### config.mk
export PLATFORM = sky130hd
export DESIGN_NAME = sodor5_lb_core
export DESIGN_NICKNAME = d
export VERILOG_FILES = /design/src/rtl/sodor5_lb_core.sv
export SDC_FILE = /design/constraint.sdc
export NUM_CORES = 2
export LEC_CHECK = 0
export CORE_AREA = 2 2 631 633
export DETAILED_ROUTE_END_ITERATION = 6
export DIE_AREA = 0 0 633 635
export GPL_ROUTABILITY_DRIVEN = 0
export SLEW_MARGIN = 20
export SYNTH_ARGS = -nofsm -noshare
export SYNTH_HDL_FRONTEND = slang
export SYNTH_SLANG_ARGS = --single-unit
export TNS_END_PERCENT = 1
### constraint.sdc
create_clock -name clock -period 14.97 [get_ports clock]
set_input_delay 1.497 -clock clock [delete_from_list [all_inputs] [get_ports clock]]
set_output_delay 1.497 -clock clock [all_outputs]
set_load 0.01 [all_outputs]
### src/rtl/sodor5_lb_core.sv
// sodor5_lb_core: five-stage RV32I-subset core with internal data
// memory and a single-entry load buffer exposed on observation ports.
package sodor5_pkg;

    localparam logic [31:0] NOP = 32'h0000_0013;

    localparam logic [3:0] ALU_ADD   = 4'd0;
    localparam logic [3:0] ALU_SUB   = 4'd1;
    localparam logic [3:0] ALU_SLL   = 4'd2;
    localparam logic [3:0] ALU_SLT   = 4'd3;
    localparam logic [3:0] ALU_SLTU  = 4'd4;
    localparam logic [3:0] ALU_XOR   = 4'd5;
    localparam logic [3:0] ALU_SRL   = 4'd6;
    localparam logic [3:0] ALU_SRA   = 4'd7;
    localparam logic [3:0] ALU_OR    = 4'd8;
    localparam logic [3:0] ALU_AND   = 4'd9;
    localparam logic [3:0] ALU_COPY2 = 4'd10;

    typedef struct packed {
        logic [31:0] pc;
        logic [31:0] inst;
    } if_id_t;

    typedef struct packed {
        logic [31:0] pc;
        logic [31:0] inst;
        logic [4:0]  wbaddr;
        logic [31:0] rs1;
        logic [31:0] rs2;
        logic [31:0] imm;
        logic [3:0]  alu_fun;
        logic        op2_imm;
        logic        ld;
        logic        st;
        logic        br;
        logic        bne;
    } id_ex_t;

    typedef struct packed {
        logic [31:0] pc;
        logic [31:0] inst;
        logic [4:0]  wbaddr;
        logic [31:0] alu_out;
        logic [31:0] rs2;
        logic        ld;
        logic        st;
    } ex_mem_t;

    typedef struct packed {
        logic [4:0]  wbaddr;
        logic [31:0] data;
    } mem_wb_t;

    localparam if_id_t IF_ID_NOP = '{pc: 32'd0, inst: NOP};

    localparam id_ex_t ID_EX_NOP = '{
        pc: 32'd0, inst: NOP, wbaddr: 5'd0,
        rs1: 32'd0, rs2: 32'd0, imm: 32'd0,
        alu_fun: ALU_ADD, op2_imm: 1'b0,
        ld: 1'b0, st: 1'b0, br: 1'b0, bne: 1'b0
    };

    localparam ex_mem_t EX_MEM_NOP = '{
        pc: 32'd0, inst: NOP, wbaddr: 5'd0,
        alu_out: 32'd0, rs2: 32'd0,
        ld: 1'b0, st: 1'b0
    };

endpackage

module sodor5_lb_core
    import sodor5_pkg::*;
(
    input  logic          clock,
    input  logic          reset,
    input  logic [31:0]   fe_in_io_imem_resp_bits_data,
    output logic [31:0]   fe_ou_io_imem_req_bits_addr,
    output logic          fe_ou_io_imem_req_valid,
    output logic [1023:0] port_regfile,
    output logic [31:0]   port_if_reg_pc,
    output logic [31:0]   port_dec_reg_pc,
    output logic [31:0]   port_exe_reg_pc,
    output logic [31:0]   port_mem_reg_pc,
    output logic [31:0]   port_dec_reg_inst,
    output logic [31:0]   port_exe_reg_inst,
    output logic [31:0]   port_mem_reg_inst,
    output logic [4:0]    port_dec_wbaddr,
    output logic [4:0]    port_exe_reg_wbaddr,
    output logic [4:0]    port_mem_reg_wbaddr,
    output logic [31:0]   port_imm,
    output logic [31:0]   port_imm_sbtype_sext,
    output logic [3:0]    port_alu_fun,
    output logic          port_mem_fcn,
    output logic [2:0]    port_mem_typ,
    output logic [4:0]    port_reg_rs1_addr_in,
    output logic [4:0]    port_reg_rs2_addr_in,
    output logic [31:0]   port_reg_rs1_data_out,
    output logic [31:0]   port_reg_rs2_data_out,
    output logic [31:0]   port_alu_out,
    output logic [31:0]   port_mem_reg_alu_out,
    output logic [4:0]    port_reg_rd_addr_in,
    output logic [31:0]   port_reg_rd_data_in,
    output logic          port_lb_table_valid,
    output logic [31:0]   port_lb_table_addr,
    output logic [31:0]   port_lb_table_data
);

    logic [31:0] if_reg_pc;
    if_id_t      dec_q;
    id_ex_t      exe_q;
    id_ex_t      dec_exe;
    ex_mem_t     mem_q;
    mem_wb_t     wb_q;

    logic [31:0] rf [0:31];
    logic [31:0] dmem [0:15];
    logic        lb_valid;
    logic [31:0] lb_addr;
    logic [31:0] lb_data;

    logic [31:0] di;
    logic [2:0]  f3;
    logic [4:0]  rs1a;
    logic [4:0]  rs2a;
    logic        is_opi;
    logic        is_op;
    logic        is_lui;
    logic        is_ld;
    logic        is_st;
    logic        is_br;
    logic [31:0] imm_i;
    logic [31:0] imm_s;
    logic [31:0] imm_u;
    logic [31:0] imm_b;
    logic [31:0] dec_imm;
    logic [3:0]  dec_fun;
    logic [4:0]  dec_wbaddr;
    logic        use1;
    logic        use2;
    logic        stall;
    logic [31:0] rs1_val;
    logic [31:0] rs2_val;
    logic [31:0] op2;
    logic [31:0] exe_alu;
    logic        br_taken;
    logic [31:0] mem_rdata;
    logic [31:0] mem_wbdata;

    assign di     = dec_q.inst;
    assign f3     = di[14:12];
    assign rs1a   = di[19:15];
    assign rs2a   = di[24:20];
    assign is_opi = di[6:0] == 7'b0010011;
    assign is_op  = di[6:0] == 7'b0110011;
    assign is_lui = di[6:0] == 7'b0110111;
    assign is_ld  = di[6:0] == 7'b0000011;
    assign is_st  = di[6:0] == 7'b0100011;
    assign is_br  = di[6:0] == 7'b1100011 && f3[2:1] == 2'b00;

    assign imm_i = {{20{di[31]}}, di[31:20]};
    assign imm_s = {{20{di[31]}}, di[31:25], di[11:7]};
    assign imm_u = {di[31:12], 12'd0};
    assign imm_b = {{20{di[31]}}, di[7], di[30:25], di[11:8], 1'b0};
    assign dec_imm = is_st ? imm_s : (is_lui ? imm_u : imm_i);

    assign use1 = is_opi | is_op | is_ld | is_st | is_br;
    assign use2 = is_op | is_st | is_br;
    assign dec_wbaddr = (is_opi | is_op | is_lui | is_ld) ? di[11:7] : 5'd0;

    assign stall = exe_q.ld && exe_q.wbaddr != 5'd0 &&
                   ((use1 && rs1a == exe_q.wbaddr) ||
                    (use2 && rs2a == exe_q.wbaddr));

    assign mem_rdata  = dmem[mem_q.alu_out[5:2]];
    assign mem_wbdata = mem_q.ld ? mem_rdata : mem_q.alu_out;
    assign br_taken   = exe_q.br &&
                        ((exe_q.rs1 == exe_q.rs2) ^ exe_q.bne);

    // DEC ALU function select
    always_comb begin
        dec_fun = ALU_ADD;
        unique case (1'b1)
            is_lui: dec_fun = ALU_COPY2;
            is_br:  dec_fun = ALU_SUB;
            is_opi, is_op: begin
                case (f3)
                    3'd0: dec_fun = (is_op && di[30]) ? ALU_SUB : ALU_ADD;
                    3'd1: dec_fun = ALU_SLL;
                    3'd2: dec_fun = ALU_SLT;
                    3'd3: dec_fun = ALU_SLTU;
                    3'd4: dec_fun = ALU_XOR;
                    3'd5: dec_fun = di[30] ? ALU_SRA : ALU_SRL;
                    3'd6: dec_fun = ALU_OR;
                    3'd7: dec_fun = ALU_AND;
                endcase
            end
            default: dec_fun = ALU_ADD;
        endcase
    end

    // DEC operands with bypass, youngest producer first
    always_comb begin
        rs1_val = 32'd0;
        rs2_val = 32'd0;
        if (rs1a != 5'd0) begin
            if (exe_q.wbaddr == rs1a)      rs1_val = exe_alu;
            else if (mem_q.wbaddr == rs1a) rs1_val = mem_wbdata;
            else if (wb_q.wbaddr == rs1a)  rs1_val = wb_q.data;
            else                           rs1_val = rf[rs1a];
        end
        if (rs2a != 5'd0) begin
            if (exe_q.wbaddr == rs2a)      rs2_val = exe_alu;
            else if (mem_q.wbaddr == rs2a) rs2_val = mem_wbdata;
            else if (wb_q.wbaddr == rs2a)  rs2_val = wb_q.data;
            else                           rs2_val = rf[rs2a];
        end
    end

    // bundle decoded DEC state for EXE
    always_comb begin
        dec_exe = '{
            pc: dec_q.pc, inst: di, wbaddr: dec_wbaddr,
            rs1: rs1_val, rs2: rs2_val,
            imm: is_br ? imm_b : dec_imm,
            alu_fun: dec_fun,
            op2_imm: is_opi | is_lui | is_ld | is_st,
            ld: is_ld, st: is_st, br: is_br, bne: f3[0]
        };
    end

    // EXE ALU
    always_comb begin
        op2 = exe_q.op2_imm ? exe_q.imm : exe_q.rs2;
        exe_alu = exe_q.rs1 + op2;
        case (exe_q.alu_fun)
            ALU_SUB:   exe_alu = exe_q.rs1 - op2;
            ALU_SLL:   exe_alu = exe_q.rs1 << op2[4:0];
            ALU_SLT:   exe_alu = {31'd0, $signed(exe_q.rs1) < $signed(op2)};
            ALU_SLTU:  exe_alu = {31'd0, exe_q.rs1 < op2};
            ALU_XOR:   exe_alu = exe_q.rs1 ^ op2;
            ALU_SRL:   exe_alu = exe_q.rs1 >> op2[4:0];
            ALU_SRA:   exe_alu = $unsigned($signed(exe_q.rs1) >>> op2[4:0]);
            ALU_OR:    exe_alu = exe_q.rs1 | op2;
            ALU_AND:   exe_alu = exe_q.rs1 & op2;
            ALU_COPY2: exe_alu = op2;
            default:   exe_alu = exe_q.rs1 + op2;
        endcase
    end

    // pipeline advance, load-use stall and branch flush
    always_ff @(posedge clock) begin
        if (!reset) begin
            if_reg_pc <= 32'd0;
            dec_q     <= IF_ID_NOP;
            exe_q     <= ID_EX_NOP;
            mem_q     <= EX_MEM_NOP;
            wb_q      <= '{wbaddr: 5'd0, data: 32'd0};
        end else begin
            wb_q  <= '{wbaddr: mem_q.wbaddr, data: mem_wbdata};
            mem_q <= '{
                pc: exe_q.pc, inst: exe_q.inst, wbaddr: exe_q.wbaddr,
                alu_out: exe_alu, rs2: exe_q.rs2,
                ld: exe_q.ld, st: exe_q.st
            };
            if (br_taken) begin
                if_reg_pc <= exe_q.pc + exe_q.imm;
                dec_q     <= IF_ID_NOP;
                exe_q     <= ID_EX_NOP;
            end else if (stall) begin
                exe_q <= ID_EX_NOP;
            end else begin
                if_reg_pc <= if_reg_pc + 32'd4;
                dec_q <= '{pc: if_reg_pc, inst: fe_in_io_imem_resp_bits_data};
                exe_q <= dec_exe;
            end
        end
    end

    // register file write from WB; contents survive reset
    always_ff @(posedge clock) begin
        if (reset && wb_q.wbaddr != 5'd0)
            rf[wb_q.wbaddr] <= wb_q.data;
    end

    // data memory and load buffer update at end of MEM
    always_ff @(posedge clock) begin
        if (!reset) begin
            for (int i = 0; i < 16; i++)
                dmem[i] <= 32'd0;
            lb_valid <= 1'b0;
            lb_addr  <= 32'd0;
            lb_data  <= 32'd0;
        end else begin
            if (mem_q.st)
                dmem[mem_q.alu_out[5:2]] <= mem_q.rs2;
            if (mem_q.ld) begin
                lb_valid <= 1'b1;
                lb_addr  <= mem_q.alu_out;
                lb_data  <= mem_rdata;
            end else if (mem_q.st && lb_valid &&
                         lb_addr[31:2] == mem_q.alu_out[31:2]) begin
                lb_data <= mem_q.rs2;
            end
        end
    end

    // flatten register file, x0 field fixed at zero
    always_comb begin
        port_regfile = '0;
        for (int i = 1; i < 32; i++)
            port_regfile[32*i +: 32] = rf[i];
    end

    assign fe_ou_io_imem_req_bits_addr = if_reg_pc;
    assign fe_ou_io_imem_req_valid     = reset;
    assign port_if_reg_pc        = if_reg_pc;
    assign port_dec_reg_pc       = dec_q.pc;
    assign port_exe_reg_pc       = exe_q.pc;
    assign port_mem_reg_pc       = mem_q.pc;
    assign port_dec_reg_inst     = dec_q.inst;
    assign port_exe_reg_inst     = exe_q.inst;
    assign port_mem_reg_inst     = mem_q.inst;
    assign port_dec_wbaddr       = dec_wbaddr;
    assign port_exe_reg_wbaddr   = exe_q.wbaddr;
    assign port_mem_reg_wbaddr   = mem_q.wbaddr;
    assign port_imm              = dec_imm;
    assign port_imm_sbtype_sext  = imm_b;
    assign port_alu_fun          = dec_fun;
    assign port_mem_fcn          = is_st;
    assign port_mem_typ          = (is_ld | is_st) ? 3'd3 : 3'd0;
    assign port_reg_rs1_addr_in  = rs1a;
    assign port_reg_rs2_addr_in  = rs2a;
    assign port_reg_rs1_data_out = rs1_val;
    assign port_reg_rs2_data_out = rs2_val;
    assign port_alu_out          = exe_alu;
    assign port_mem_reg_alu_out  = mem_q.alu_out;
    assign port_reg_rd_addr_in   = wb_q.wbaddr;
    assign port_reg_rd_data_in   = wb_q.data;
    assign port_lb_table_valid   = lb_valid;
    assign port_lb_table_addr    = lb_addr;
    assign port_lb_table_data    = lb_data;

endmodule

==> After elaboration in Yosys (flattened, before gate mapping) <==
Memory sizes are Yosys's and may differ from the RTL's. A register that Yosys moved wholly into a read port is not among the register bits.
Cells that the tools add are included.
{ "totals": {"ramBits": 1536, "memories": 2, "regBits": 507, "word_cells": 151, "out_inout_bits": 1608} }
{ "classes": {"n_eq_ne": 34, "add_sub_neg": 4, "bitwise": 17, "shifts": 3, "n_mux": 38, "order_cmp": 2, "reduce_logical": 23} }
{ "memory_table": {"columns": ["memory", "words", "word_bits", "read_ports", "rd_clocked_by_memory_dff", "write_ports", "line_no", "rtl"], "rows": [
  ["rf", 32, 32, 33, 2, 1, "115", "logic [31:0] rf [0:31];"],
  ["dmem", 16, 32, 1, 1, 16, "116", "logic [31:0] dmem [0:15];"]
]} }
{ "ops": {"columns": ["operator", "n"], "rows": [
  ["two-way mux 32 bit", 15],
  ["one-hot mux 32 bit (10 select lines)", 1],
  ["two-way mux 31 bit", 3],
  ["adder 32 bit", 2],
  ["< comparator 32 bit", 2],
  ["== test 5 bit", 8],
  ["adder 32 x 3 -> 32 bit (second input constant)", 1],
  ["bitwise AND 32 bit", 1],
  ["== test 32 bit", 1],
  ["bitwise OR 32 bit", 1],
  ["one-hot mux 4 bit (8 select lines)", 1],
  ["OR reduction 32 bit", 1],
  ["left shift 32 x 5 -> 32 bit", 1],
  [">> shifter 32 x 5 -> 32 bit", 1],
  [">>> shifter 32 x 5 -> 32 bit", 1],
  ["subtractor 32 bit", 1],
  ["bitwise XOR 32 bit", 1],
  ["== test 30 bit", 1],
  ["two-way mux 5 bit", 5],
  ["== test 7 x 6 -> 1 bit (second input constant)", 3],
  ["nonzero test 5 bit", 4],
  ["== test 4 x 3 -> 1 bit (second input constant)", 4],
  ["== test 3 bit (second input constant)", 4],
  ["== test 4 bit (second input constant)", 3],
  ["other kinds (23)", 55]
]} }

==> Longest topological paths before layout <==
{ "logic_depth": {"ltp_word": 10, "ltp_mapped": 22, "depth_no_buf": 17} }

==> Worst setup path after synthesis <==
OpenSTA, ideal clock, no wires.
{ "synth_timing": {"path_type": "register to output", "startpoint": "reg exe_q[4] in the netlist's numbering", "endpoint": "out port_reg_rs1_data_out[26]", "path_buffers": 7, "path_stages_with_launch": 20, "setup_slack_ps": 8813, "required_time_ps": 13473, "t_arrival_ps": 4660, "path_cell_list": "dfxtp_1 > buf_6 > mux2i_1 > clkbuf_1 > buf_2 > clkbuf_1 > buf_1 > ha_1 > clkbuf_1 > nor2_1 > o21ai_0 > a211oi_1 > nor3_1 > or4_1 > and3_1 > a211o_1 > a22oi_1 > o22ai_1 > nor2_1 > buf_4"} }
{ "synth_rtl": {"columns": ["element", "line_no", "rtl"], "rows": [
  ["from (decl)", "110", "id_ex_t exe_q;"],
  ["from (signal assigned)", "255", "exe_q <= ID_EX_NOP;"],
  ["from (signal assigned)", "268", "exe_q <= ID_EX_NOP;"],
  ["from (signal assigned)", "270", "exe_q <= ID_EX_NOP;"],
  ["to (decl)", "97", "output logic [31:0] port_reg_rs1_data_out,"]
]} }

==> Final worst setup path <==
{ "layout_timing": {"startpoint": "reg exe_q[4] in the netlist's numbering", "endpoint": "out port_reg_rs2_data_out[14]"} }
{ "layout_via": {"elab_chain_cells": 5, "word_cells_on_any_way": 12, "classes_between": "add/sub (2); shift (3); mux (4); bitwise (3)"} }
{ "layout_rtl": {"columns": ["element", "line_no", "rtl"], "rows": [
  ["two-way mux 32 bit *", "233", "op2 = exe_q.op2_imm ? exe_q.imm : exe_q.rs2;"],
  ["adder 32 bit, or another cell as far along", "246", "default: exe_alu = exe_q.rs1 + op2;"],
  ["one-hot mux 32 bit (10 select lines) *", "235", "case (exe_q.alu_fun)"],
  ["two-way mux 32 bit *", "212", "if (exe_q.wbaddr == rs2a) rs2_val = exe_alu;"],
  ["two-way mux 32 bit *", "211", "if (rs2a != 5'd0) begin"],
  ["to (decl)", "98", "output logic [31:0] port_reg_rs2_data_out,"]
]} }
Every way passes the cells marked *; elsewhere a longest branch is shown, timed or not.

==> PnR_summary.wiki <==
{| class="wikitable"
! Metric !! Value
|-
| Max Freq || 0.104 GHz
|-
| Clk slew on worst S/H paths || 0.06 ns
|-
| Result of the run || complete, but fails checks
|-
| Max-cap check violation count || 0
|-
| Area Overhead vs Synth || 26.6%
|-
| Final-layout setup total negative slack || 0 ns
|-
| Pwr per Cell Area || 118 nW/um^2
|-
| Launching element type of the critical path || flip-flop
|-
| Pin count of the biggest net entering global routing || 140
|-
| Nature of the critical path endpoint || output pin
|-
| Classification of the worst-slack hold path || reg -> reg
|-
| Cts repair resizes || 0
|-
| Portion of total power attributed to combinational logic || 0.203
|-
| Distinct cell type count after synthesis || 104
|-
| Netlist area before placement || 104,000 sq um
|-
| Worst setup startpoint || exe_q[4]
|-
| Final routed wire length divided by cell count || 42.9 um
|-
| Layout cells sized above 1 || 0.186
|-
| Instance count of the mapped netlist || 7,513
|-
| Violated checks || DRC
|-
| Via count || 80,100
|-
| Destination of the critical timing path || port_reg_rs2_data_out[14]
|-
| Initial Util || 0.263
|-
| Arrival time at the worst endpoint || 8.15 ns
|-
| Reg power frac || 0.425
|-
| Largest voltage drop on the vdd net || 0.123 mV
|-
| Global-route wire length before repair || 783 mm
|-
| Die height || 635 um
|-
| Via density per instance || 5.66
|-
| Capture instance of the worst register-to-register path || exe_q[41]
|-
| Final ANT Viol Nets || 0
|-
| Total detailed-routing wirelength || 606 mm
|-
| Count of pins over their slew limit || 0
|-
| Number of buffers created by CTS || 232
|-
| Synth Area per Inst || 13.8 sq um
|-
| Post-synth EDFFs || 1,536
|-
| Post-layout net count || 8,830
|-
| Unrepaired setup endpoints after global routing || false
|-
| Clk_lat worst skew || 0.99 ns
|-
| Flip-flop cell with the highest count after synthesis || sky130_fd_sc_hd__edfxtp_1
|-
| Final hold viol count || 0
|-
| Core box area || 395,000 sq um
|-
| Total I/O pin count || 1,642
|-
| Depth of the most critical reg-to-reg path || 17
|-
| Antenna violations before repair || 68
|-
| Transition at the pin with the smallest max-transition slack || 1.27 ns
|-
| Combined global-route utilization of all metal layers || 0.293
|-
| Share of flip-flops with an asynchronous set or reset || 0
|-
| Vias in the first global route || 77,500
|-
| Remaining DRCs || 483
|-
| Clock tree from TritonCTS || built
|-
| Worst clock skew || 0.129 ns
|-
| Cell at the root of the clock tree || sky130_fd_sc_hd__clkbuf_16
|-
| Number of fill cells || 38,700
|-
| Tmin final || 9.65 ns
|-
| Sw Share || 0.319
|-
| H-tree levels || 4
|-
| Die width || 633 um
|-
| Final setup fails || 0
|-
| WP data required || 13.47 ns
|-
| Sum of overflow across all layers after global routing || 0
|-
| TritonRoute pass-1 iters || 7
|-
| Ranking of synthesized cells by area || sky130_fd_sc_hd__edfxtp_1 44%, sky130_fd_sc_hd__mux4_2 18%, sky130_fd_sc_hd__dfxtp_1 9.9%
|-
| Hold path depth || 1
|-
| Half-perimeter wire length after detailed placement || 458 mm
|-
| Utilization after layout || 0.334
|-
| # Post-CTS Setup Buffers || 0
|-
| Area of the die || 402,000 sq um
|-
| Num Clock Sinks || 2,051
|-
| DRC violation total after the first TritonRoute iteration || 12,700
|-
| Share of Yosys cell area claimed by the top area cell type || 0.443
|-
| Number of buffers added to fix hold violations after cts || 0
|-
| Final Cycle Share || 0.645
|-
| Total of flip-flops plus latches after synthesis || 2,051
|-
| Buffers from clock root to sink, at most || 4
|-
| Clock power frac || 0.371
|-
| Number of synthesis warnings || 0
|-
| Launch point of the worst reg-to-reg path || exe_q[4]
|-
| Number of input and output port buffers inserted || 1,607
|-
| Area leader, netlist || sky130_fd_sc_hd__edfxtp_1
|-
| Critical path type || reg -> out
|-
| Worst max-slew margin expressed relative to the limit || 0.128
|-
| Worst reg2reg setup slack || 7.96 ns
|-
| Sequential-to-total area share from yosys stat || 0.542
|-
| Switching pwr || 4960 uW
|-
| Critical path peak fanout || 45
|-
| Lkg Pwr || 0.0444 uW
|-
| Placement Rows || 231
|-
| Int Pwr || 10,600 uW
|}
[cell usage after synthesis (all sizes together), types with 12 or more instances]
library cell and n:
or3 12, nand4 36, o22ai 70, xor2 94, nor3 70, and3 32
a22oi 24, and4 12, nor2 447, nand2 343, mux2 17, a21o 38
clkbuf 408, a221oi 22, xnor2 73, or2 12, nor2b 25, a31oi 32
nand2b 28, buf 573, a311oi 12, o31ai 14, a211oi 102, mux4 860
o2111ai 12, and2 727, o32ai 14, nand3 65, nor4 30, edfxtp 1536
inv 142, ha 130, mux2i 235, o21bai 17, o211ai 38, a21oi 320
o21ai 192, o21a 18, dfxtp 515
[through the flow]
step	hold slack, ns	power (uW)	cell area, sq um	instances	setup slack (ns)
after floorplan	0.412	8240	104000	7578	8.81
after global placement	0.446	9710	124000	13700	5.99
after detailed placement	0.446	9740	124000	13700	6.03
after CTS	0.462	15500	131000	14100	5.01
after global routing	0.471	15900	132000	14100	5.12
final	0.459	15500	132000	14100	5.32
[cell usage in the layout (no fill, tap or decap), types with 25 or more instances in the layout]
cell type	count
sky130_fd_sc_hd__a211oi_1	97
sky130_fd_sc_hd__nor2_4	43
sky130_fd_sc_hd__nor3_1	58
sky130_fd_sc_hd__clkbuf_16	233
sky130_fd_sc_hd__a31oi_1	32
sky130_fd_sc_hd__clkinv_1	46
sky130_fd_sc_hd__a21o_1	38
sky130_fd_sc_hd__nor2_1	402
sky130_fd_sc_hd__ha_1	130
sky130_fd_sc_hd__nand2_1	340
sky130_fd_sc_hd__buf_4	212
sky130_fd_sc_hd__nor4_1	25
sky130_fd_sc_hd__clkinv_2	44
sky130_fd_sc_hd__mux2i_1	217
sky130_fd_sc_hd__nand4_1	36
sky130_fd_sc_hd__and3_1	31
sky130_fd_sc_hd__dfxtp_1	481
sky130_fd_sc_hd__o211ai_1	38
sky130_fd_sc_hd__xnor2_1	73
sky130_fd_sc_hd__a21oi_1	311
sky130_fd_sc_hd__o22ai_1	67
sky130_fd_sc_hd__conb_1	66
sky130_fd_sc_hd__edfxtp_1	1536
sky130_fd_sc_hd__xor2_1	94
sky130_fd_sc_hd__diode_2	40
sky130_fd_sc_hd__and2_1	727
sky130_fd_sc_hd__inv_1	135
sky130_fd_sc_hd__clkbuf_1	43
sky130_fd_sc_hd__clkdlybuf4s50_1	1603
sky130_fd_sc_hd__nand3_1	64
sky130_fd_sc_hd__nor2b_1	25
sky130_fd_sc_hd__mux4_2	854
sky130_fd_sc_hd__o21ai_0	163
[how the worst min path moves through the flow]
stage | from | to | slack (ns)
3_3_place_gp | port_exe_reg_inst[20] | port_mem_reg_inst[20] | 0.45
5_1_grt | port_exe_reg_inst[14] | port_mem_reg_inst[14] | 0.47
6_report | port_exe_reg_inst[14] | port_mem_reg_inst[14] | 0.46
3_5_place_dp | port_exe_reg_inst[20] | port_mem_reg_inst[20] | 0.45
2_1_floorplan | exe_q[2] | mem_q[0] | 0.41
4_1_cts | port_exe_reg_inst[14] | port_mem_reg_inst[14] | 0.46
[per-layer routing]
| metal | routed length, um | track usage |
|---|---|---|
| met1 | 201000 | 0.322 |
| met2 | 264000 | 0.441 |
| met3 | 78100 | 0.121 |
| met4 | 63400 | 0.241 |
| met5 | 314 | 0.00490 |
[state kept, by name, summed over array words and instances (netlist names), named ones only]
name	flops
dmem	512
exe_q	103
fe_ou_io_imem_req_bits_addr	32
mem_q	34
port_dec_reg_inst	32
port_dec_reg_pc	32
port_exe_reg_inst	32
port_exe_reg_pc	32
port_exe_reg_wbaddr	5
port_lb_table_addr	32
port_lb_table_data	32
port_lb_table_valid	1
port_mem_reg_alu_out	32
port_mem_reg_inst	32
port_mem_reg_pc	32
port_mem_reg_wbaddr	5
port_reg_rd_addr_in	5
port_reg_rd_data_in	32
rf	1024
[kinds of logic (layout without fill, tap and decap cells)]
family	count (synthesis)	after routing	synth area share
AO/OA/AOI/OAI	1043	1043	0.0650
XOR/XNOR	167	167	0.0141
adder cells (fa/ha/maj)	133	133	0.0162
buffers and inverters	1128	2409	0.0570
flip-flops	2051	2051	0.542
multiplexers	1112	1112	0.211
other	1	106	0.0000360
AND/OR/NAND/NOR	1878	1878	0.0938
[power by group through the flow]
stage / combinational [uW] / clock (uW) / sequential (uW)
6_report: 3160 / 5770 / 6610
2_1_floorplan: 1700 / 0 / 6530
3_5_place_dp: 3020 / 0 / 6720
3_3_place_gp: 3000 / 0 / 6710
4_1_cts: 3030 / 5830 / 6600
5_1_grt: 3230 / 6030 / 6620
[worst max-delay path, cell delays in order (launching register included)]
cell                              delay, ns
sky130_fd_sc_hd__dfxtp_2               0.31
sky130_fd_sc_hd__buf_4                 0.50
sky130_fd_sc_hd__mux2i_4               0.11
sky130_fd_sc_hd__buf_4                 0.37
sky130_fd_sc_hd__inv_4                 0.63
sky130_fd_sc_hd__ha_1                  0.32
sky130_fd_sc_hd__inv_1                 0.08
sky130_fd_sc_hd__fa_1                  0.41
sky130_fd_sc_hd__nor2b_1               0.17
sky130_fd_sc_hd__o21ai_0               0.44
sky130_fd_sc_hd__a211oi_1              0.16
sky130_fd_sc_hd__nor3_1                0.77
sky130_fd_sc_hd__o21ai_0               0.25
sky130_fd_sc_hd__a221o_1               0.38
sky130_fd_sc_hd__a211oi_2              0.66
sky130_fd_sc_hd__inv_1                 0.48
sky130_fd_sc_hd__nor2_1                0.26
sky130_fd_sc_hd__nor3_1                0.10
sky130_fd_sc_hd__buf_4                 0.23
sky130_fd_sc_hd__clkdlybuf4s50_1       0.50
[area by class of cell]
cell class,count,area (sq um),share of cell area
well taps,5242,6560,0.0498
inverters,147,559,0.00425
repair buffers,1832,17900,0.136
clock inverters,141,1330,0.0101
diodes,40,100,0.000760
flip-flops and latches,2051,56500,0.429
clock buffers,289,6160,0.0467
multi-input cells,4399,42600,0.324
(Power assumes the default switching activity.)
